## src/rtl/dmem_arbiter_pkg.sv

```systemverilog
// Shared definitions for the data-memory arbiter: bus widths, port ids and the
// pending-read record carried from a read grant to its data return.
package dmem_arbiter_pkg;

    localparam int unsigned DMEM_ADDR_W = 12;
    localparam int unsigned DMEM_DATA_W = 32;

    // Widths of the starvation and burst counters
    localparam int unsigned WAIT_W  = 8;
    localparam int unsigned BURST_W = 4;

    typedef logic port_id_t;

    localparam port_id_t PORT_CPU = 1'b0;
    localparam port_id_t PORT_DMA = 1'b1;

    // One outstanding read: which port owns the data arriving next cycle
    typedef struct packed {
        logic     valid;
        port_id_t port;
    } pend_t;

endpackage

```

## src/rtl/dmem_arb_pick.sv

```systemverilog
// Combinational grant selection for the data-memory arbiter.
// Resolution order: burst lock, then starvation guard, then the contention policy
// (fixed port-0 priority, or round-robin when DMEM_ARB_RR_EN is defined).
module dmem_arb_pick
    import dmem_arbiter_pkg::*;
#(
    parameter int unsigned MAX_WAIT  = 8,
    parameter int unsigned MAX_BURST = 4
) (
    input  logic               en_i,
    input  logic               req0_i,
    input  logic               req1_i,
    input  logic               lock1_i,
    input  logic               gnt1_prev_i,
    input  logic [WAIT_W-1:0]  wait_cnt_i,
    input  logic [BURST_W-1:0] burst_cnt_i,
`ifdef DMEM_ARB_RR_EN
    input  port_id_t           last_winner_i,
`endif
    output logic               gnt0_o,
    output logic               gnt1_o,
    output logic               locked_o
);

    localparam logic [WAIT_W-1:0]  WaitMax   = WAIT_W'(MAX_WAIT);
    localparam logic [BURST_W-1:0] BurstLast = BURST_W'(MAX_BURST - 1);

    logic lock_hold;
    logic starve;

    // Pick at most one winner; en_i low forces no grant
    always_comb begin
        gnt0_o   = 1'b0;
        gnt1_o   = 1'b0;
        locked_o = 1'b0;
        // The last permitted burst beat releases the lock for one arbitration
        lock_hold = gnt1_prev_i && lock1_i && req1_i && (burst_cnt_i != BurstLast);
        starve    = req1_i && (wait_cnt_i == WaitMax);
        if (en_i) begin
            if (lock_hold) begin
                gnt1_o   = 1'b1;
                locked_o = 1'b1;
            end else if (starve) begin
                gnt1_o = 1'b1;
            end else if (req0_i && req1_i) begin
`ifdef DMEM_ARB_RR_EN
                if (last_winner_i == PORT_CPU) begin
                    gnt1_o = 1'b1;
                end else begin
                    gnt0_o = 1'b1;
                end
`else
                gnt0_o = 1'b1;
`endif
            end else begin
                gnt0_o = req0_i;
                gnt1_o = req1_i;
            end
        end
    end

endmodule

```

## src/rtl/dmem_arbiter.sv

```systemverilog
// Two-port arbiter in front of the single-port data RAM: processor (port 0) and
// sonar DMA (port 1). Grants are combinational; read data returns one cycle after
// the grant with a per-port valid strobe.
// Optional build macro DMEM_ARB_RR_EN replaces fixed port-0 priority on contention
// with round-robin via a last_winner register.
module dmem_arbiter
    import dmem_arbiter_pkg::*;
#(
    parameter int unsigned MAX_WAIT  = 8,
    parameter int unsigned MAX_BURST = 4
) (
    input  logic                   clock,
    input  logic                   resetn,
    input  logic                   req0,
    input  logic                   we0,
    input  logic [DMEM_ADDR_W-1:0] addr0,
    input  logic [DMEM_DATA_W-1:0] wdata0,
    output logic                   gnt0,
    output logic                   stall0,
    output logic                   rvalid0,
    output logic [DMEM_DATA_W-1:0] rdata0,
    input  logic                   req1,
    input  logic                   we1,
    input  logic [DMEM_ADDR_W-1:0] addr1,
    input  logic [DMEM_DATA_W-1:0] wdata1,
    input  logic                   lock1,
    output logic                   gnt1,
    output logic                   rvalid1,
    output logic [DMEM_DATA_W-1:0] rdata1,
    output logic                   ram_we,
    output logic [DMEM_ADDR_W-1:0] ram_addr,
    output logic [DMEM_DATA_W-1:0] ram_wdata,
    input  logic [DMEM_DATA_W-1:0] ram_q
);

    localparam logic [WAIT_W-1:0] WaitMax = WAIT_W'(MAX_WAIT);

    logic arb_gnt0;
    logic arb_gnt1;
    logic arb_locked;

    logic [WAIT_W-1:0]      wait_cnt_q, wait_cnt_d;
    logic [BURST_W-1:0]     burst_cnt_q, burst_cnt_d;
    logic                   gnt1_q, gnt1_d;
    pend_t                  pend_q, pend_d;
    logic [DMEM_ADDR_W-1:0] ram_addr_q, ram_addr_d;
    logic [DMEM_DATA_W-1:0] ram_wdata_q, ram_wdata_d;
    logic [DMEM_DATA_W-1:0] rdata0_q, rdata0_d;
    logic [DMEM_DATA_W-1:0] rdata1_q, rdata1_d;

`ifdef DMEM_ARB_RR_EN
    port_id_t last_winner_q, last_winner_d;
`endif

    dmem_arb_pick #(
        .MAX_WAIT  (MAX_WAIT),
        .MAX_BURST (MAX_BURST)
    ) u_pick (
        .en_i          (resetn),
        .req0_i        (req0),
        .req1_i        (req1),
        .lock1_i       (lock1),
        .gnt1_prev_i   (gnt1_q),
        .wait_cnt_i    (wait_cnt_q),
        .burst_cnt_i   (burst_cnt_q),
`ifdef DMEM_ARB_RR_EN
        .last_winner_i (last_winner_q),
`endif
        .gnt0_o        (arb_gnt0),
        .gnt1_o        (arb_gnt1),
        .locked_o      (arb_locked)
    );

    // RAM drive from the granted port (address/data hold when idle) and read return
    always_comb begin
        gnt0        = arb_gnt0;
        gnt1        = arb_gnt1;
        stall0      = resetn && req0 && !arb_gnt0;
        ram_we      = 1'b0;
        ram_addr_d  = ram_addr_q;
        ram_wdata_d = ram_wdata_q;
        if (arb_gnt0) begin
            ram_we      = we0;
            ram_addr_d  = addr0;
            ram_wdata_d = wdata0;
        end else if (arb_gnt1) begin
            ram_we      = we1;
            ram_addr_d  = addr1;
            ram_wdata_d = wdata1;
        end
        ram_addr  = ram_addr_d;
        ram_wdata = ram_wdata_d;

        // Gating with resetn drops a read that was pending when reset hit
        rvalid0  = resetn && pend_q.valid && (pend_q.port == PORT_CPU);
        rvalid1  = resetn && pend_q.valid && (pend_q.port == PORT_DMA);
        rdata0_d = rvalid0 ? ram_q : rdata0_q;
        rdata1_d = rvalid1 ? ram_q : rdata1_q;
        rdata0   = rdata0_d;
        rdata1   = rdata1_d;
    end

    // Next state for starvation/burst counters and the pending-read record
    always_comb begin
        wait_cnt_d = wait_cnt_q;
        if (!req1 || arb_gnt1) begin
            wait_cnt_d = '0;
        end else if (wait_cnt_q != WaitMax) begin
            wait_cnt_d = wait_cnt_q + 1'b1;
        end

        // Only grants won through the lock extend the burst; a fresh grant restarts it
        burst_cnt_d = arb_locked ? burst_cnt_q + 1'b1 : '0;
        gnt1_d      = arb_gnt1;

        pend_d.valid = (arb_gnt0 && !we0) || (arb_gnt1 && !we1);
        pend_d.port  = arb_gnt1 ? PORT_DMA : PORT_CPU;
    end

    // State registers with synchronous active-low reset
    always_ff @(posedge clock) begin
        if (!resetn) begin
            wait_cnt_q  <= '0;
            burst_cnt_q <= '0;
            gnt1_q      <= 1'b0;
            pend_q      <= '0;
            ram_addr_q  <= '0;
            ram_wdata_q <= '0;
            rdata0_q    <= '0;
            rdata1_q    <= '0;
        end else begin
            wait_cnt_q  <= wait_cnt_d;
            burst_cnt_q <= burst_cnt_d;
            gnt1_q      <= gnt1_d;
            pend_q      <= pend_d;
            ram_addr_q  <= ram_addr_d;
            ram_wdata_q <= ram_wdata_d;
            rdata0_q    <= rdata0_d;
            rdata1_q    <= rdata1_d;
        end
    end

`ifdef DMEM_ARB_RR_EN
    // Remember the most recent winner for round-robin contention
    always_comb begin
        last_winner_d = last_winner_q;
        if (arb_gnt0) begin
            last_winner_d = PORT_CPU;
        end else if (arb_gnt1) begin
            last_winner_d = PORT_DMA;
        end
    end

    // Reset to DMA so the first contended cycle goes to the processor
    always_ff @(posedge clock) begin
        if (!resetn) begin
            last_winner_q <= PORT_DMA;
        end else begin
            last_winner_q <= last_winner_d;
        end
    end
`endif

endmodule

```

## config.mk

```make
export PLATFORM = sky130hd
export DESIGN_NAME = dmem_arbiter
export DESIGN_NICKNAME = d
export VERILOG_FILES = /design/src/rtl/dmem_arbiter_pkg.sv /design/src/rtl/dmem_arb_pick.sv /design/src/rtl/dmem_arbiter.sv
export SDC_FILE = /design/constraint.sdc
export NUM_CORES = 1
export LEC_CHECK = 0
export ABC_CLOCK_PERIOD_IN_PS = 6500
export CORE_UTILIZATION = 45
export CTS_CLUSTER_DIAMETER = 60
export CTS_CLUSTER_SIZE = 40
export DETAILED_ROUTE_END_ITERATION = 12
export GPL_TIMING_DRIVEN = 0
export PLACE_DENSITY = 0.9
export SYNTH_ARGS = -nofsm -noshare
export SYNTH_HDL_FRONTEND = slang
export SYNTH_SLANG_ARGS = --single-unit
```

## constraint.sdc

```tcl
create_clock -name clock -period 6.5 [get_ports clock]
set_input_delay 1.3 -clock clock [delete_from_list [all_inputs] [get_ports clock]]
set_output_delay 1.3 -clock clock [all_outputs]
set_load 0.005 [all_outputs]
```

==> flow_summary.json, run 1 <==
{
  "clkTransAtPathRegs_ns": 0.05,
  "min_from": "burst_cnt_q[0]",
  "finalSetupViolCount": 0,
  "cts_max_path_buffers": 2,
  "postRouteAntennaNets": 0,
  "die_area_mm2": 0.01344,
  "ys_ff_latch": 122,
  "yosys_warnings": 0,
  "powerDensity_mw_per_mm2": 226.6,
  "gp_congestion": 0.8144,
  "cts_hold_buf": 0,
  "drc": 0,
  "synth_edf_count": 0,
  "syn_area_mm2": 0.005843,
  "crit_start": "req1",
  "start_util": 0.4630,
  "fmax_mhz": 192.7,
  "insertion_delay_ns": 0.41,
  "rsz0062_at_grt": "false",
  "cts_buffers": 17,
  "end_kind": "output pin",
  "p_leak_nw": 3.524,
  "ys_seq_area_frac": 0.4180,
  "grt_pass1_vias": 5991,
  "cts.htree.levels": 4,
  "cp.required_ns": 5.20,
  "dr.first_iter.drc_count": 356,
  "worstReg2RegStart": "wait_cnt_q[0]",
  "path_class": "in2out",
  "die_w_um": 116.0,
  "async_reset_ff_frac": 0,
  "grt_antenna_before_repair": 0,
  "dp_hpwl_mm": 13.95,
  "most-common-layout-cells": "clkdlybuf4s50_1 (239), dfxtp_1 (122), a211oi_1 (88), and2_1 (65), mux2_2 (64)",
  "grt_pass1_wl_mm": 29.22,
  "syn_area_per_cell_um2": 9.739,
  "ios": 241,
  "n_fill_cell": 952,
  "first_pass_iters": 5,
  "synth_cell_types": 31,
  "vdd.ir_drop.worst_mv": 0.1563,
  "core_mm2": 0.01262,
  "grt-ovfl-total": 0,
  "min_path_type": "reg2reg",
  "finalCriticalPeriod_ns": 5.189,
  "nets": 988,
  "crit_fanout": 10,
  "syn_nets": 730,
  "fp-row-count": 41,
  "status": "completed",
  "drive_above_1_share": 0.1427,
  "globalRouteTotalUtil": 0.2821,
  "final.setup_skew_ns": 0.01178,
  "fp.dieH_um": 116.0,
  "critPathArrivalTime_ns": 3.89,
  "cts_tree": "built",
  "finish.utilization": 0.7141,
  "fin_setup_tns_ns": 0,
  "root_buffer": "clkbuf_16",
  "synth_top_family_by_area": "compound AO/OA/AOI/OAI gates",
  "synth-compound-area-share": 0.2298,
  "final_common_cell": "clkdlybuf4s50_1",
  "slew_headroom": 0.5960,
  "hold_viol": 0,
  "synth_xor_area_frac": 0.01199,
  "grt_max_degree": 17,
  "synthAdderAreaFrac": 0.006424,
  "muxShareOfSynthArea": 0.1233,
  "post-cts-setup-buffers": 0,
  "synth-main-ff-cell": "dfxtp_1",
  "post-route-period-util": 0.7983,
  "clock_sinks": 122,
  "cts_resized": 0,
  "vias": 5939,
  "drv_cap": 0,
  "synthCells": 600,
  "drt-vias-per-instance": 5.705,
  "yosys.area_share.simple": 0.1512,
  "wirelength_mm": 18.74,
  "diodes": 0,
  "syn2layout_area_growth_pct": 54.22,
  "setup.worst_path.start_class": "primary input",
  "slew_violations": 0,
  "io_buffers": 239,
  "post_drt_wl_per_cell_um": 18.00,
  "tightest_slew_ns": 0.6060
}
## worst paths after layout
| kind | to | slack (ns) | cells after the start |
|---|---|---|---|
| max | ram_addr[2] | 1.31 | 7 |
| min | burst_cnt_q[0] | 0.45 | 1 |
| max reg2reg | ram_wdata_q[26] | 4.18 | 7 |
| min reg2reg | burst_cnt_q[0] | 0.45 | 1 |
## worst max-delay path: stages
cell             delay (ns)
clkdlybuf4s50_1        0.59
clkbuf_1               0.41
clkbuf_1               0.42
and3_1                 0.24
a32oi_1                0.08
a21oi_1                0.28
clkdlybuf4s50_1        0.56
## stage by stage
| step | power, W | cell area, um^2 | std cells | setup WS, ns | hold WS (ns) |
|---|---|---|---|---|---|
| after floorplan | 0.0009442 | 5843 | 600 | 2.611 | 0.4179 |
| after global placement | 0.001149 | 8451 | 1011 | 1.359 | 0.4322 |
| after detailed placement | 0.001154 | 8451 | 1011 | 1.316 | 0.4387 |
| after CTS | 0.002052 | 9011 | 1041 | 1.326 | 0.4492 |
| after global routing | 0.002113 | 9011 | 1041 | 1.189 | 0.4778 |
| final | 0.002042 | 9011 | 1041 | 1.311 | 0.4461 |
## cell type report
| type | instances | area (um^2) | area share |
|---|---|---|---|
| Sequential cell | 122 | 2442 | 0.2710 |
| Multi-Input combinational cell | 401 | 3054 | 0.3389 |
| Timing Repair Buffer | 239 | 2392 | 0.2655 |
| Inverter | 10 | 37.54 | 0.004166 |
| Tap cell | 172 | 215.2 | 0.02388 |
| Clock inverter | 8 | 96.34 | 0.01069 |
| Clock buffer | 22 | 464.2 | 0.05151 |
| Buffer | 67 | 309.0 | 0.03430 |
## kinds of logic (layout without fill, tap and decap cells)
group           after synthesis  count (layout)
simple gates                143             143
mux                          64              64
xor+xnor                      8               8
flops                       122             122
fa+ha+maj                     3               3
compound gates              183             183
buf+inv                      77             346
## routing by layer
layer / up-vias / global-route usage / part of all wire
met5: - / 0 / 0
met4: 0 / 0.1641 / 0.038
met3: 61 / 0.09676 / 0.096
li1: 2777 / - / -
met1: 2800 / 0.2908 / 0.37
met2: 301 / 0.4972 / 0.49
## report_power, final
| group | switching [W] | internal, W |
|---|---|---|
| Sequential | 0.00000854 | 0.000778 |
| Combinational | 0.000149 | 0.000208 |
| Clock | 0.000321 | 0.000577 |
## sequential cells by signal, indices dropped and copies added (netlist names)
| signal | flops |
|---|---|
| ram_wdata_q | 32 |
| rdata0_q | 32 |
| rdata1_q | 32 |
| ram_addr_q | 12 |
| wait_cnt_q | 8 |
| burst_cnt_q | 4 |
| gnt1_q | 1 |
| pend_q | 1 |
## cell usage after synthesis, types with 2 or more instances
cell type | instances | area (um^2)
nand3b_1 | 2 | 15.01
nand2_1 | 4 | 15.01
mux2_2 | 64 | 720.7
a32oi_1 | 44 | 385.4
inv_1 | 9 | 33.78
and2_1 | 65 | 406.6
a21oi_1 | 45 | 225.2
clkbuf_1 | 46 | 172.7
xnor2_1 | 2 | 17.52
nand3_1 | 7 | 35.03
xor2_1 | 6 | 52.55
nor2_1 | 5 | 18.77
dfxtp_1 | 122 | 2442
and3_1 | 46 | 287.8
buf_6 | 5 | 56.30
ha_1 | 3 | 37.54
a211oi_1 | 88 | 660.6
nor2_2 | 8 | 50.05
a22o_1 | 2 | 17.52
buf_2 | 16 | 80.08
(Power assumes the default switching activity.)
==> run 2: changes to the inputs <==
- ABC_CLOCK_PERIOD_IN_PS: 6500 -> 4880
- CORE_UTILIZATION: 45 -> 43
- PLACE_DENSITY: 0.9 -> 0.87
- clock period: 6.5 -> 4.88 ns (I/O delays scaled with it)
==> run 2 against run 1 <==
Against the previous run:
- core utilization is 2.9 points lower
- worst hold slack improved by 0.016 ns
- die area grew 4.6%
- non-clock buffer count stayed put
- sequential power is 33% higher
- critical path depth stayed put
- via count fell by 2.3%
- clock power is 48% higher
==> flow_summary.json, run 2 (synthesized netlist as in run 1, its figures left out) <==
{
  "crit_family": "buffers and inverters",
  "p_leak_nw": 3.552,
  "drv_cap": 0,
  "setup.worst_path.start_class": "primary input",
  "start_util": 0.4412,
  "clkTransAtPathRegs_ns": 0.05,
  "path_class": "in2out",
  "grt_pass1_wl_mm": 30.15,
  "dp_cells": 1015,
  "crit_chain": "buf_2, clkbuf_1, nand4_1, clkbuf_1, a32oi_1, a21oi_1, clkdlybuf4s50_1",
  "rsz0062_at_grt": "false",
  "crit_buf_inv": 4,
  "post-cts-setup-buffers": 0,
  "critPathArrivalTime_ns": 3.51,
  "gp_congestion": 0.8629,
  "grt-ovfl-total": 0,
  "drt-vias-per-instance": 5.551,
  "slew_violations": 0,
  "post_drt_wl_per_cell_um": 18.15,
  "reg_top3": "ram_wdata_q (32), rdata0_q (32), rdata1_q (32)",
  "tightest_slew_ns": 0.5984,
  "clock_sinks": 122,
  "diodes": 0,
  "dr.first_iter.drc_count": 327,
  "insertion_delay_ns": 0.41,
  "cts_max_path_buffers": 2,
  "power_w": 0.002851,
  "cp.required_ns": 3.90,
  "crit_fanout": 10,
  "fp.dieH_um": 118.6,
  "end_kind": "output pin",
  "hold_ws_ns": 0.4619,
  "fmax_mhz": 223.0,
  "io_buffers": 239,
  "final_common_cell": "clkdlybuf4s50_1",
  "min_from": "burst_cnt_q[0]",
  "crit_path_frequent_cell": "clkbuf_1",
  "nets": 988,
  "finish.utilization": 0.6851,
  "worstReg2RegStart": "wait_cnt_q[0]",
  "drive_above_1_share": 0.1427,
  "fp-row-count": 42,
  "slew_headroom": 0.6010,
  "grt_max_degree": 17,
  "first_pass_iters": 7,
  "crit_start": "resetn",
  "n_fill_cell": 1037,
  "fin_setup_tns_ns": 0,
  "finalCriticalPeriod_ns": 4.485,
  "cts_resized": 0,
  "finalSetupViolCount": 0,
  "syn2layout_area_growth_pct": 55.27,
  "final.setup_skew_ns": 0.01005,
  "core_mm2": 0.01324,
  "die_area_mm2": 0.01406,
  "vias": 5801,
  "max_stage_delay_ns": 0.55,
  "root_buffer": "clkbuf_16",
  "hold_viol": 0,
  "fin_cells": 1045,
  "most-common-layout-cells": "clkdlybuf4s50_1 (239), dfxtp_1 (122), a211oi_1 (88), and2_1 (65), mux2_2 (64)",
  "grt_pass1_vias": 5825,
  "worst_path_max_delay_cell": "nand4_1",
  "dp_hpwl_mm": 13.78,
  "grt_antenna_before_repair": 0,
  "cts_hold_buf": 0,
  "drc": 0,
  "min_path_type": "reg2reg",
  "wirelength_mm": 18.97,
  "cts_buffers": 17,
  "cts.htree.levels": 4,
  "status": "completed",
  "globalRouteTotalUtil": 0.2730,
  "ios": 241,
  "powerDensity_mw_per_mm2": 314.2,
  "cts_tree": "built",
  "post-route-period-util": 0.9190,
  "die_w_um": 118.6,
  "vdd.ir_drop.worst_mv": 0.2835,
  "postRouteAntennaNets": 0
}
-- run 2: cell types whose count changed in the layout (fill, tap and decap cells not counted) --
cell,previous run,this run
bufinv_16,2,4
clkinv_2,4,2
clkbuf_8,2,3
clkinv_4,1,0
clkinvlp_4,1,0
inv_6,0,1
-- run 2: through the flow --
step	setup WS [ns]	area, um^2
floorplan	1.639	5843
global placement	0.4438	8456
detailed placement	0.4301	8456
CTS	0.4130	9072
global route	0.2295	9072
finish	0.3953	9072
-- run 2: power breakdown --
group | internal [W] | switching, W
registers | 0.00104 | 0.0000110
clock network | 0.000889 | 0.000436
logic | 0.000277 | 0.000201
-- run 2: worst paths after layout --
path / end / slack [ns] / depth (start not counted)
min reg2reg: burst_cnt_q[0] / 0.46 / 1
max: ram_wdata[10] / 0.40 / 7
max reg2reg: ram_wdata_q[29] / 2.51 / 7
min: burst_cnt_q[0] / 0.46 / 1
-- run 2: layer usage --
| layer | vias up | global-route usage | part of all wire |
|---|---|---|---|
| li1 | 2772 | - | - |
| met1 | 2717 | 0.3298 | 0.41 |
| met2 | 262 | 0.4507 | 0.49 |
| met3 | 50 | 0.07191 | 0.068 |
| met4 | 0 | 0.1274 | 0.036 |
| met5 | - | 0 | 0 |
-- run 2: cell type report --
| type | instances | area (um^2) | share of cell area |
|---|---|---|---|
| plain buffers | 67 | 309.0 | 0.03406 |
| clock inverters | 7 | 138.9 | 0.01531 |
| multi-input cells | 401 | 3054 | 0.3366 |
| well taps | 176 | 220.2 | 0.02427 |
| flip-flops and latches | 122 | 2442 | 0.2692 |
| repair buffers | 239 | 2392 | 0.2637 |
| inverters | 10 | 37.54 | 0.004137 |
| clock buffers | 23 | 478.0 | 0.05268 |
-- run 2: worst register-to-register path: cells and delay by family (launching register included) --
kind,cells,cell delay (ns)
DFF,1,0.36
buffers and inverters,2,0.46
adders and majority gates,1,0.15
and+or+nand+nor,2,0.78
AOI/OAI and AO/OA,2,0.47
==> run 3: changes to the inputs <==
- ABC_CLOCK_PERIOD_IN_PS: 4880 -> 4100
- CORE_UTILIZATION: 43 -> 39
- PLACE_DENSITY: 0.87 -> 0.84
- RECOVER_POWER: not set -> 25
- clock period: 4.88 -> 4.1 ns (I/O delays scaled with it)
==> run 3 against run 2 <==
Against the previous run:
- design area up 0.15%
- core utilization down 6.2 points
- worst hold slack worse by 0.0031 ns
- flip-flop and latch count unchanged
- clock power up 8%
- routed wire length down 2.1%
- non-clock buffer count up 3
- clock skew about the same
- via count down 0.29%
- count of clock-buffer cells in the layout down 5
- largest power group unchanged
- die area up 10%
- highest routed layer unchanged
==> flow_summary.json, run 3 (synthesized netlist as in run 1, its figures left out) <==
{
  "setup.worst_path.start_class": "primary input",
  "dp_cells": 1023,
  "finalSetupViolCount": 0,
  "critPathArrivalTime_ns": 3.19,
  "root_buffer": "clkbuf_16",
  "r2r_slack_ns": 1.82,
  "cts.htree.levels": 4,
  "ios": 241,
  "post_drt_wl_per_cell_um": 17.55,
  "p_int_w": 0.002425,
  "seqPwrFrac": 0.383,
  "insertion_delay_ns": 0.41,
  "grt_pass1_wl_mm": 29.93,
  "clock_sinks": 122,
  "status": "completed",
  "nets": 991,
  "io_buffers": 239,
  "path_class": "in2out",
  "slew_violations": 0,
  "gp_congestion": 0.8242,
  "r2r-end": "ram_wdata_q[22]",
  "reg_top3": "ram_wdata_q (32), rdata0_q (32), rdata1_q (32)",
  "cts_max_path_buffers": 2,
  "grt_max_degree": 17,
  "final.setup_skew_ns": 0.009991,
  "vdd.ir_drop.worst_mv": 0.3236,
  "slew_headroom": 0.5971,
  "hold_end": "burst_cnt_q[0]",
  "netSwitchingPower_w": 0.0008248,
  "tightest_slew_ns": 0.6044,
  "syn2layout_area_growth_pct": 55.50,
  "drc": 0,
  "fin_cells": 1058,
  "globalRouteTotalUtil": 0.2418,
  "powerDensity_mw_per_mm2": 357.7,
  "end_kind": "output pin",
  "vias": 5784,
  "power_w": 0.003250,
  "fmax_mhz": 249.3,
  "p_comb_frac": 0.175,
  "worst_r2r_path_depth": 7,
  "first_pass_iters": 5,
  "met3_usage": 0.06959,
  "grt_pass1_vias": 5895,
  "dp_hpwl_mm": 13.72,
  "cp.required_ns": 3.28,
  "die_w_um": 124.4,
  "p_leak_nw": 3.540,
  "crit_fanout": 10,
  "core_mm2": 0.01459,
  "cts_hold_buf": 0,
  "cts_buffers": 17,
  "postRouteAntennaNets": 0,
  "hold_viol": 0,
  "finalCriticalPeriod_ns": 4.012,
  "die_area_mm2": 0.01548,
  "drt-vias-per-instance": 5.467,
  "post-route-period-util": 0.9785,
  "final_common_cell": "clkdlybuf4s50_1",
  "min_from": "burst_cnt_q[0]",
  "swShare": 0.2538,
  "drive_above_1_share": 0.1545,
  "p_clk_frac": 0.442,
  "use_met1": 0.2823,
  "drv_cap": 0,
  "grt_antenna_before_repair": 0,
  "grt-ovfl-total": 0,
  "holdPathStages": 1,
  "hold_ws_ns": 0.4588,
  "dr.first_iter.drc_count": 482,
  "wirelength_mm": 18.56,
  "min_path_type": "reg2reg",
  "most-common-layout-cells": "clkdlybuf4s50_1 (239), dfxtp_1 (122), a211oi_1 (88), mux2_2 (60), and3_1 (46)",
  "diodes": 0,
  "worstReg2RegStart": "burst_cnt_q[0]",
  "grt-busiest-layer": "met2",
  "finish.utilization": 0.6228,
  "start_util": 0.4005,
  "fp.dieH_um": 124.4,
  "clkTransAtPathRegs_ns": 0.06,
  "cts_tree": "built",
  "grt_use_met2": 0.4082,
  "fp-row-count": 44
}
==> run 3: cell count changes in the layout (fill, tap and decap cells not counted), moves of 2 or more <==
cell        delta
and2_0        +22
and2_1        -22
buf_4          +2
bufinv_16      -3
clkbuf_1      -10
clkbuf_2       +8
clkbuf_8       -2
clkinv_4       +3
clkinvlp_4     +4
inv_6          +3
mux2_1         +4
mux2_2         -4
==> run 3: per-layer routing <==
metal / wire [um] / up-vias
met5: 0 / -
met4: 482 / 0
met3: 1287 / 34
met2: 9098 / 248
met1: 7694 / 2722
li1: - / 2780
==> run 3: area by class of cell <==
| cell class | count | area, um^2 |
|---|---|---|
| fillers | 1247 | 5503 |
| multi-input cells | 401 | 3054 |
| clock inverters | 14 | 137.6 |
| well taps | 184 | 230.2 |
| flip-flops and latches | 122 | 2442 |
| plain buffers | 67 | 317.8 |
| repair buffers | 242 | 2427 |
| clock buffers | 18 | 439.2 |
| inverters | 10 | 37.54 |
==> run 3: stage by stage <==
stage / TNS (ns) / worst slack (ns) / instance area, um^2
after floorplan: 0 / 1.171 / 5843
after global placement: -0.5518 / -0.1411 / 8466
after detailed placement: -0.5957 / -0.1133 / 8466
after CTS: 0 / 0.01361 / 9044
after global routing: -0.05982 / -0.02587 / 9086
final: 0 / 0.08801 / 9086
==> run 3: worst max path at each step <==
stage           start             to  slack, ns  cells past startpoint
3_5_place_dp     req1    ram_addr[3]      -0.11                      7
6_report         req1  ram_wdata[21]       0.09                      8
2_1_floorplan  resetn   ram_addr[10]       1.17                      6
5_1_grt          req1   ram_wdata[2]      -0.03                      8
3_3_place_gp     req1    ram_addr[3]      -0.14                      7
4_1_cts          req1    ram_addr[3]       0.01                      7
==> run 3: worst max-delay path, stage by stage <==
cell and delay, ns:
clkdlybuf4s50_1 0.55, and4_1 0.27, a32oi_4 0.23, buf_12 0.16, buf_2 0.21, a32oi_1 0.15
a21oi_1 0.25, clkdlybuf4s50_1 0.53
==> run 3: timing repair <==
action,CTS,global route
setup buffers,0,3
pin swaps,1,2
gates resized for setup,1,14
endpoints found under the setup margin,14,41
endpoints found under the hold margin,0,0
cloned,0,0
==> run 3: power groups by stage <==
stage / sequential (W) / combinational, W / clock (W)
finish: 0.00125 / 0.000567 / 0.00144
global route: 0.00125 / 0.000609 / 0.00153
CTS: 0.00125 / 0.000565 / 0.00146
detailed placement: 0.00127 / 0.000559 / 0
global placement: 0.00127 / 0.000556 / 0
floorplan: 0.00127 / 0.000230 / 0
